$ cat config.mk
export PLATFORM = sky130hd
export DESIGN_NAME = dma_chan_scheduler
export DESIGN_NICKNAME = d
export VERILOG_FILES = /design/src/rtl/dma_pkg.sv /design/src/rtl/dma_rr_arbiter.sv /design/src/rtl/dma_chan_scheduler.sv
export SDC_FILE = /design/constraint.sdc
export NUM_CORES = 1
export LEC_CHECK = 0
export CORE_AREA = 2 2 201 203
export DETAILED_ROUTE_END_ITERATION = 10
export DIE_AREA = 0 0 203 205
export GPL_ROUTABILITY_DRIVEN = 0
export SLEW_MARGIN = 20
export SYNTH_ARGS = -nofsm -noshare
export SYNTH_HDL_FRONTEND = slang
export SYNTH_SLANG_ARGS = --single-unit
export TNS_END_PERCENT = 50
$ cat constraint.sdc
create_clock -name clk -period 3.1 [get_ports clk]
set_clock_uncertainty 0.05 [all_clocks]
set_input_delay 0.62 -clock clk [delete_from_list [all_inputs] [get_ports clk]]
set_output_delay 0.62 -clock clk [all_outputs]
set_load 0.01 [all_outputs]
$ cat src/rtl/dma_pkg.sv
// Shared DMA types and constants.
//   s_dma_desc_t        : descriptor handed to the DMA engine {src_addr, dst_addr, num_bytes}
//   e_dma_sched_state_t : channel scheduler sequencing states
//   DMA_DESC_W          : packed descriptor width
//   SCHED_CHAN_IDX_W    : width of an encoded scheduler channel index
package dma_pkg;

   localparam int DMA_DESC_W       = 96;
   localparam int SCHED_CHAN_IDX_W = 4;

   typedef struct packed {
      logic [31:0] src_addr;
      logic [31:0] dst_addr;
      logic [31:0] num_bytes;
   } s_dma_desc_t;

   typedef enum logic [1:0] {
      IDLE,
      ISSUE,
      WAIT
   } e_dma_sched_state_t;

endpackage

$ cat src/rtl/dma_rr_arbiter.sv
// Combinational round-robin arbiter.
//   req       : request vector
//   ptr       : highest-priority index for this decision (must be < NUM_CHAN)
//   grant     : one-hot grant, first request at or above ptr, wrapping
//   grant_idx : encoded index of the granted request (0 when nothing granted)
module dma_rr_arbiter #(
   parameter int NUM_CHAN = 4,
   parameter int IDX_W    = 4
) (
   input  logic [NUM_CHAN-1:0] req,
   input  logic [IDX_W-1:0]    ptr,
   output logic [NUM_CHAN-1:0] grant,
   output logic [IDX_W-1:0]    grant_idx
);

   logic found;

   // NOTE: every signal written here gets a default before the loop, so no
   // path leaves it unassigned and no latch is inferred.
   always_comb begin
      grant     = '0;
      grant_idx = '0;
      found     = 1'b0;
      // Walk offsets i = 0..NUM_CHAN-1 away from ptr; channel j sits at
      // offset i when ptr + i equals j, either directly or after one wrap.
      for (int i = 0; i < NUM_CHAN; i++) begin
         for (int j = 0; j < NUM_CHAN; j++) begin
            if (!found && req[j] &&
                ((int'(ptr) + i == j) || (int'(ptr) + i == j + NUM_CHAN))) begin
               grant[j]  = 1'b1;
               grant_idx = IDX_W'(j);
               found     = 1'b1;
            end
         end
      end
   end

endmodule

$ cat src/rtl/dma_chan_scheduler.sv
// Shares one DMA engine between NUM_CHAN descriptor requesters.
//   req_valid_i/req_desc_i/req_last_i/req_ready_o : per-channel descriptor handshake
//   dma_go_o/dma_desc_o                           : start pulse and held descriptor to engine
//   dma_done_i/dma_error_i                        : engine completion / error pulses
//   irq_clear_i/irq_done_o                        : per-channel saturating done-IRQ counters
//   err_clear_i/irq_error_o/err_chan_o/err_timeout_o : sticky, halting error report
//   busy_o                                        : a descriptor is in flight
module dma_chan_scheduler
   import dma_pkg::*;
#(
   parameter int NUM_CHAN = 4,
   parameter int CNT_W    = 4,
   parameter int TIMEOUT  = 1024
) (
   input  logic                           clk,
   input  logic                           rstn,
   input  logic [NUM_CHAN-1:0]            req_valid_i,
   input  logic [NUM_CHAN*DMA_DESC_W-1:0] req_desc_i,
   input  logic [NUM_CHAN-1:0]            req_last_i,
   output logic [NUM_CHAN-1:0]            req_ready_o,
   output logic                           dma_go_o,
   output logic [DMA_DESC_W-1:0]          dma_desc_o,
   input  logic                           dma_done_i,
   input  logic                           dma_error_i,
   input  logic [NUM_CHAN-1:0]            irq_clear_i,
   input  logic                           err_clear_i,
   output logic [NUM_CHAN-1:0]            irq_done_o,
   output logic                           irq_error_o,
   output logic [SCHED_CHAN_IDX_W-1:0]    err_chan_o,
   output logic                           err_timeout_o,
   output logic                           busy_o
);

   localparam int WD_W = (TIMEOUT > 1) ? $clog2(TIMEOUT + 1) : 1;
   // The watchdog counts from 0 in the first WAIT cycle, so the TIMEOUT-th
   // WAIT cycle is the one where it holds TIMEOUT-1.
   localparam logic [WD_W-1:0]  WD_LAST = WD_W'((TIMEOUT > 0) ? TIMEOUT - 1 : 0);
   localparam logic [CNT_W-1:0] CNT_MAX = '1;

   e_dma_sched_state_t            state_q, state_d;
   logic [SCHED_CHAN_IDX_W-1:0]   rr_ptr_q, grant_idx, ch_q;
   logic [NUM_CHAN-1:0]           grant, inc_vec;
   s_dma_desc_t                   desc_q, sel_desc;
   logic                          last_q, sel_last;
   logic [WD_W-1:0]               wd_q;
   logic                          halt, in_wait, handshake, timeout_hit, err_evt, done_ok;
   logic [CNT_W-1:0]              cnt_q [NUM_CHAN];

   dma_rr_arbiter #(
      .NUM_CHAN (NUM_CHAN),
      .IDX_W    (SCHED_CHAN_IDX_W)
   ) u_arb (
      .req       (req_valid_i),
      .ptr       (rr_ptr_q),
      .grant     (grant),
      .grant_idx (grant_idx)
   );

   always_comb begin
      halt        = irq_error_o;
      in_wait     = (state_q == WAIT);
      handshake   = (state_q == IDLE) && !halt && (grant != '0);
      timeout_hit = (TIMEOUT != 0) && in_wait && (wd_q == WD_LAST);
      // A real completion on the last watchdog cycle beats the timeout.
      err_evt     = in_wait && (dma_error_i || (timeout_hit && !dma_done_i));
      done_ok     = in_wait && dma_done_i && !dma_error_i;
   end

   always_comb begin
      state_d     = state_q;
      req_ready_o = '0;
      dma_go_o    = 1'b0;
      busy_o      = (state_q != IDLE);
      unique case (state_q)
         IDLE: begin
            if (handshake) begin
               state_d     = ISSUE;
               req_ready_o = grant;
            end
         end
         ISSUE: begin
            state_d  = WAIT;
            dma_go_o = 1'b1;
         end
         WAIT: begin
            if (dma_done_i || dma_error_i || timeout_hit) state_d = IDLE;
         end
         default: state_d = IDLE;
      endcase
   end

   always_comb begin
      sel_desc   = '0;
      sel_last   = 1'b0;
      inc_vec    = '0;
      irq_done_o = '0;
      for (int k = 0; k < NUM_CHAN; k++) begin
         if (grant[k]) begin
            sel_desc = req_desc_i[k*DMA_DESC_W +: DMA_DESC_W];
            sel_last = req_last_i[k];
         end
         if (done_ok && last_q && (ch_q == SCHED_CHAN_IDX_W'(k))) inc_vec[k] = 1'b1;
         irq_done_o[k] = (cnt_q[k] != '0);
      end
   end

   assign dma_desc_o = desc_q;

   // NOTE: state registers use non-blocking assignment so every flop samples
   // the pre-edge value of every other flop, independent of statement order.
   always_ff @(posedge clk or negedge rstn) begin
      if (!rstn) begin
         state_q       <= IDLE;
         rr_ptr_q      <= '0;
         ch_q          <= '0;
         desc_q        <= '0;
         last_q        <= 1'b0;
         wd_q          <= '0;
         irq_error_o   <= 1'b0;
         err_chan_o    <= '0;
         err_timeout_o <= 1'b0;
      end else begin
         state_q <= state_d;
         if (handshake) begin
            desc_q   <= sel_desc;
            last_q   <= sel_last;
            ch_q     <= grant_idx;
            rr_ptr_q <= (grant_idx == SCHED_CHAN_IDX_W'(NUM_CHAN - 1)) ? '0 : grant_idx + 1'b1;
         end
         if (state_q == ISSUE)  wd_q <= '0;
         else if (in_wait)      wd_q <= wd_q + 1'b1;
         // A new error outranks a simultaneous clear; the channel index is kept
         // after a clear so software can still read where the last fault was.
         if (err_evt) begin
            irq_error_o   <= 1'b1;
            err_chan_o    <= ch_q;
            err_timeout_o <= !dma_error_i;
         end else if (err_clear_i) begin
            irq_error_o   <= 1'b0;
            err_timeout_o <= 1'b0;
         end
      end
   end

   // NOTE: the counter array is reset explicitly because irq_done_o decodes
   // it directly; an unreset array would raise spurious IRQs after power-up.
   always_ff @(posedge clk or negedge rstn) begin
      if (!rstn) begin
         for (int k = 0; k < NUM_CHAN; k++) cnt_q[k] <= '0;
      end else begin
         for (int k = 0; k < NUM_CHAN; k++) begin
            if (inc_vec[k] && !irq_clear_i[k] && (cnt_q[k] != CNT_MAX))
               cnt_q[k] <= cnt_q[k] + 1'b1;
            else if (irq_clear_i[k] && !inc_vec[k] && (cnt_q[k] != '0))
               cnt_q[k] <= cnt_q[k] - 1'b1;
         end
      end
   end

endmodule

==> results.txt <==
DRC Markers -> 0
Largest net degree at the start of global routing -> 101
Worst setup EP type -> primary output
Max Slew Vio Count -> 0
Vias -> 9,039
WHS -> 0.121 ns
Initial antenna violation count -> 1
HPWL after detailed placement -> 28.1 mm
Primary FF master, synth -> dfrtp_1
Post-synthesis area per instance -> 10.2 um^2
Share of cells above drive strength 1 -> 9.57%
CTS Root Cell -> clkbuf_16
Post-placement cell area -> 13,700 um^2
CP Launch Type -> input port
Req. time, crit path -> 2.43 ns
CTS Buf Count -> 17
LEAKAGE -> 5.47 nW
CTS resizes -> 0
TritonCTS clock tree -> done
Seq/Total Area, Yosys -> 42.1%
Synth cell count leaders -> dfrtp_1 (134), nor2_1 (113), a22oi_1 (97), a221oi_1 (78), o31ai_1 (78)
P&R area growth vs syn -> 79.4%
Cell area after synthesis -> 7970 um^2
Worst-Skew Late Latency -> 0.44 ns
DIE HEIGHT -> 205 um
Max Cap Viol -> 0
Maximum clock insertion buffer count -> 2
Routed WL -> 38.3 mm
Hold Buf Count CTS -> 0
Synth Area in Compound Gates -> 35.8%
FF+latch count, synth -> 134
Vias in the first global route -> 9,297
Post-Synth XOR/XNOR Area -> 1.65%
First-pass GRT wire length -> 55.8 mm
Reg2Reg Setup Slack -> 0.40 ns
Adder-cell share of the synthesized area -> 2.89%
Synth top area cells -> dfrtp_1 (42%), a22oi_1 (9.1%), a221oi_1 (8.6%)
Setup violators final -> 0
Core area -> 39,400 um^2
Final Hold Vio Count -> 0
1st-iter DRT viols -> 584
Post-synth EDFFs -> 0
Critical path data arrival time -> 2.37 ns
CP Class -> input port to primary output
Slew headroom -> 60.2%
Htree depth -> 4
Share of the synthesized area in the top cell type -> 42.1%
Wirelength per Cell -> 21.2 um
# Post-CTS Setup Buffers -> 0
CP Max Fanout -> 5
Status -> finished, final reports clean
Remaining antenna violation count -> 0
Grt total ovfl -> 0
Largest area contributor in the netlist -> dfrtp_1
Main combinational cell family by area after synthesis -> compound AO/OA/AOI/OAI gates
Io pins -> 513
Final worst path period need -> 3.04 ns
Mapped Cells -> 784
Worst Hold Class -> input port to asynchronous set/reset pin
Pwr/cell area -> 834 nW/um^2
Die X -> 203 um
Initial core utilization -> 20.3%
Post-route cell area -> 14,300 um^2
Die area -> 41,600 um^2
Proportion of synthesized area in mux cells -> 2.46%
Unique masters post-synth -> 53
Final cycle utilization of the critical path -> 98.1%
RSZ-0062 raised after global routing -> true
Total track usage -> 17.6%
Count leader, synth -> dfrtp_1
Input/output buffers -> 510
Worst Tran Pin Value -> 0.597 ns
F_max -> 329 MHz
Peak VDD IR -> 0.000331 V
Ys async rst share -> 100%
Vias/cell -> 5.02
Number of detailed-route iterations in the first pass -> 5
Simple-gate share of the synthesized area -> 9.48%
Synth warnings -> 0
Sinks on Clock Net -> 134
Std cell rows -> 73
Clock transition at path regs -> 0.06 ns
Layout Nets -> 1,681
logic make-up (layout without fill, tap and decap cells):
kind of cell | Yosys count | count (layout)
AO/OA/AOI/OAI | 340 | 340
XOR/XNOR | 15 | 15
adder cells (fa/ha/maj) | 16 | 16
buffers and inverters | 96 | 586
flip-flops | 134 | 134
multiplexers | 18 | 18
other | 1 | 3
AND/OR/NAND/NOR | 164 | 164
where the power goes:
part           internal (W)  leakage, nW  switching, W
clock network       0.00123        0.277      0.000847
registers           0.00257         1.68      0.000640
logic               0.00326         3.51       0.00337
sequential cells by signal, indices dropped and copies added (netlist names):
name,flops
irq_error_o,1
rr_ptr_q,2
dma_desc_o,96
state_q,2
cnt_q,16
ch_q,2
wd_q,11
err_timeout_o,1
err_chan_o,2
last_q,1
worst paths after layout:
check / start / to / cells past startpoint
setup / recovery: req_valid_i[2] / req_ready_o[1] / 5
hold / removal: rstn / dma_desc_o[3] / 1
setup reg to reg: state_q[0] / cnt_q[7] / 12
hold reg to reg: dma_desc_o[91] / dma_desc_o[91] / 2
max in group asynchronous: rstn / dma_desc_o[51] / 2
min in group clk: dma_desc_o[91] / dma_desc_o[91] / 2
routing by layer:
layer | part of all wire (%) | GRT usage [%]
met5 | 0 | 0
met4 | 2.0 | 6.41
met3 | 8.8 | 5.14
met2 | 49 | 29.7
met1 | 40 | 21.3
cells in the final DEF (no fill, tap or decap), drive strengths merged, types with 2 or more instances in the layout:
cell type	count
clkdlybuf4s50	509
dfrtp	134
nor2	116
o31ai	98
a22oi	97
a221oi	97
buf	29
clkbuf	21
inv	18
a21oi	16
mux2	13
ha	12
xnor2	10
nand2	10
o21ai	8
a21o	7
o22ai	6
nor2b	5
or4	5
xor2	5
mux2i	5
nand3b	4
nand3	4
nor3b	4
fa	4
clkinv	4
a41o	3
and3	3
clkinvlp	3
nor3	3
nand4	2
a31oi	2
nor4b	2
conb	2
bufinv	2
nand2b	2
per-stage QoR:
step	power [W]	util (%)	TNS, ns	setup WS, ns	std cells
6_report	0.0119	36.3	0	0.0590	1801
5_1_grt	0.0127	36.3	-0.0401	-0.0263	1801
4_1_cts	0.0121	36.3	0	0.0234	1800
3_5_place_dp	0.00989	34.9	0	0.00199	1770
3_3_place_gp	0.00980	34.9	0	0.0823	1770
2_1_floorplan	0.00674	-	0	0.670	785
final cells by class:
class	instances	area (um^2)
timing repair buffer	538	5440
inverter	18	67.6
antenna	1	2.50
fill	3979	25100
sequential	134	3350
clock inverter	9	103
clock buffer	21	470
tap	525	657
multi-input combinational	555	4210
critical path, stage by stage:
cell             delay, ns
clkdlybuf4s50_1       0.55
a21oi_1               0.26
o221a_4               0.24
nor2b_1               0.15
clkdlybuf4s50_1       0.55
No activity file was read; power rests on OpenSTA's default activity.
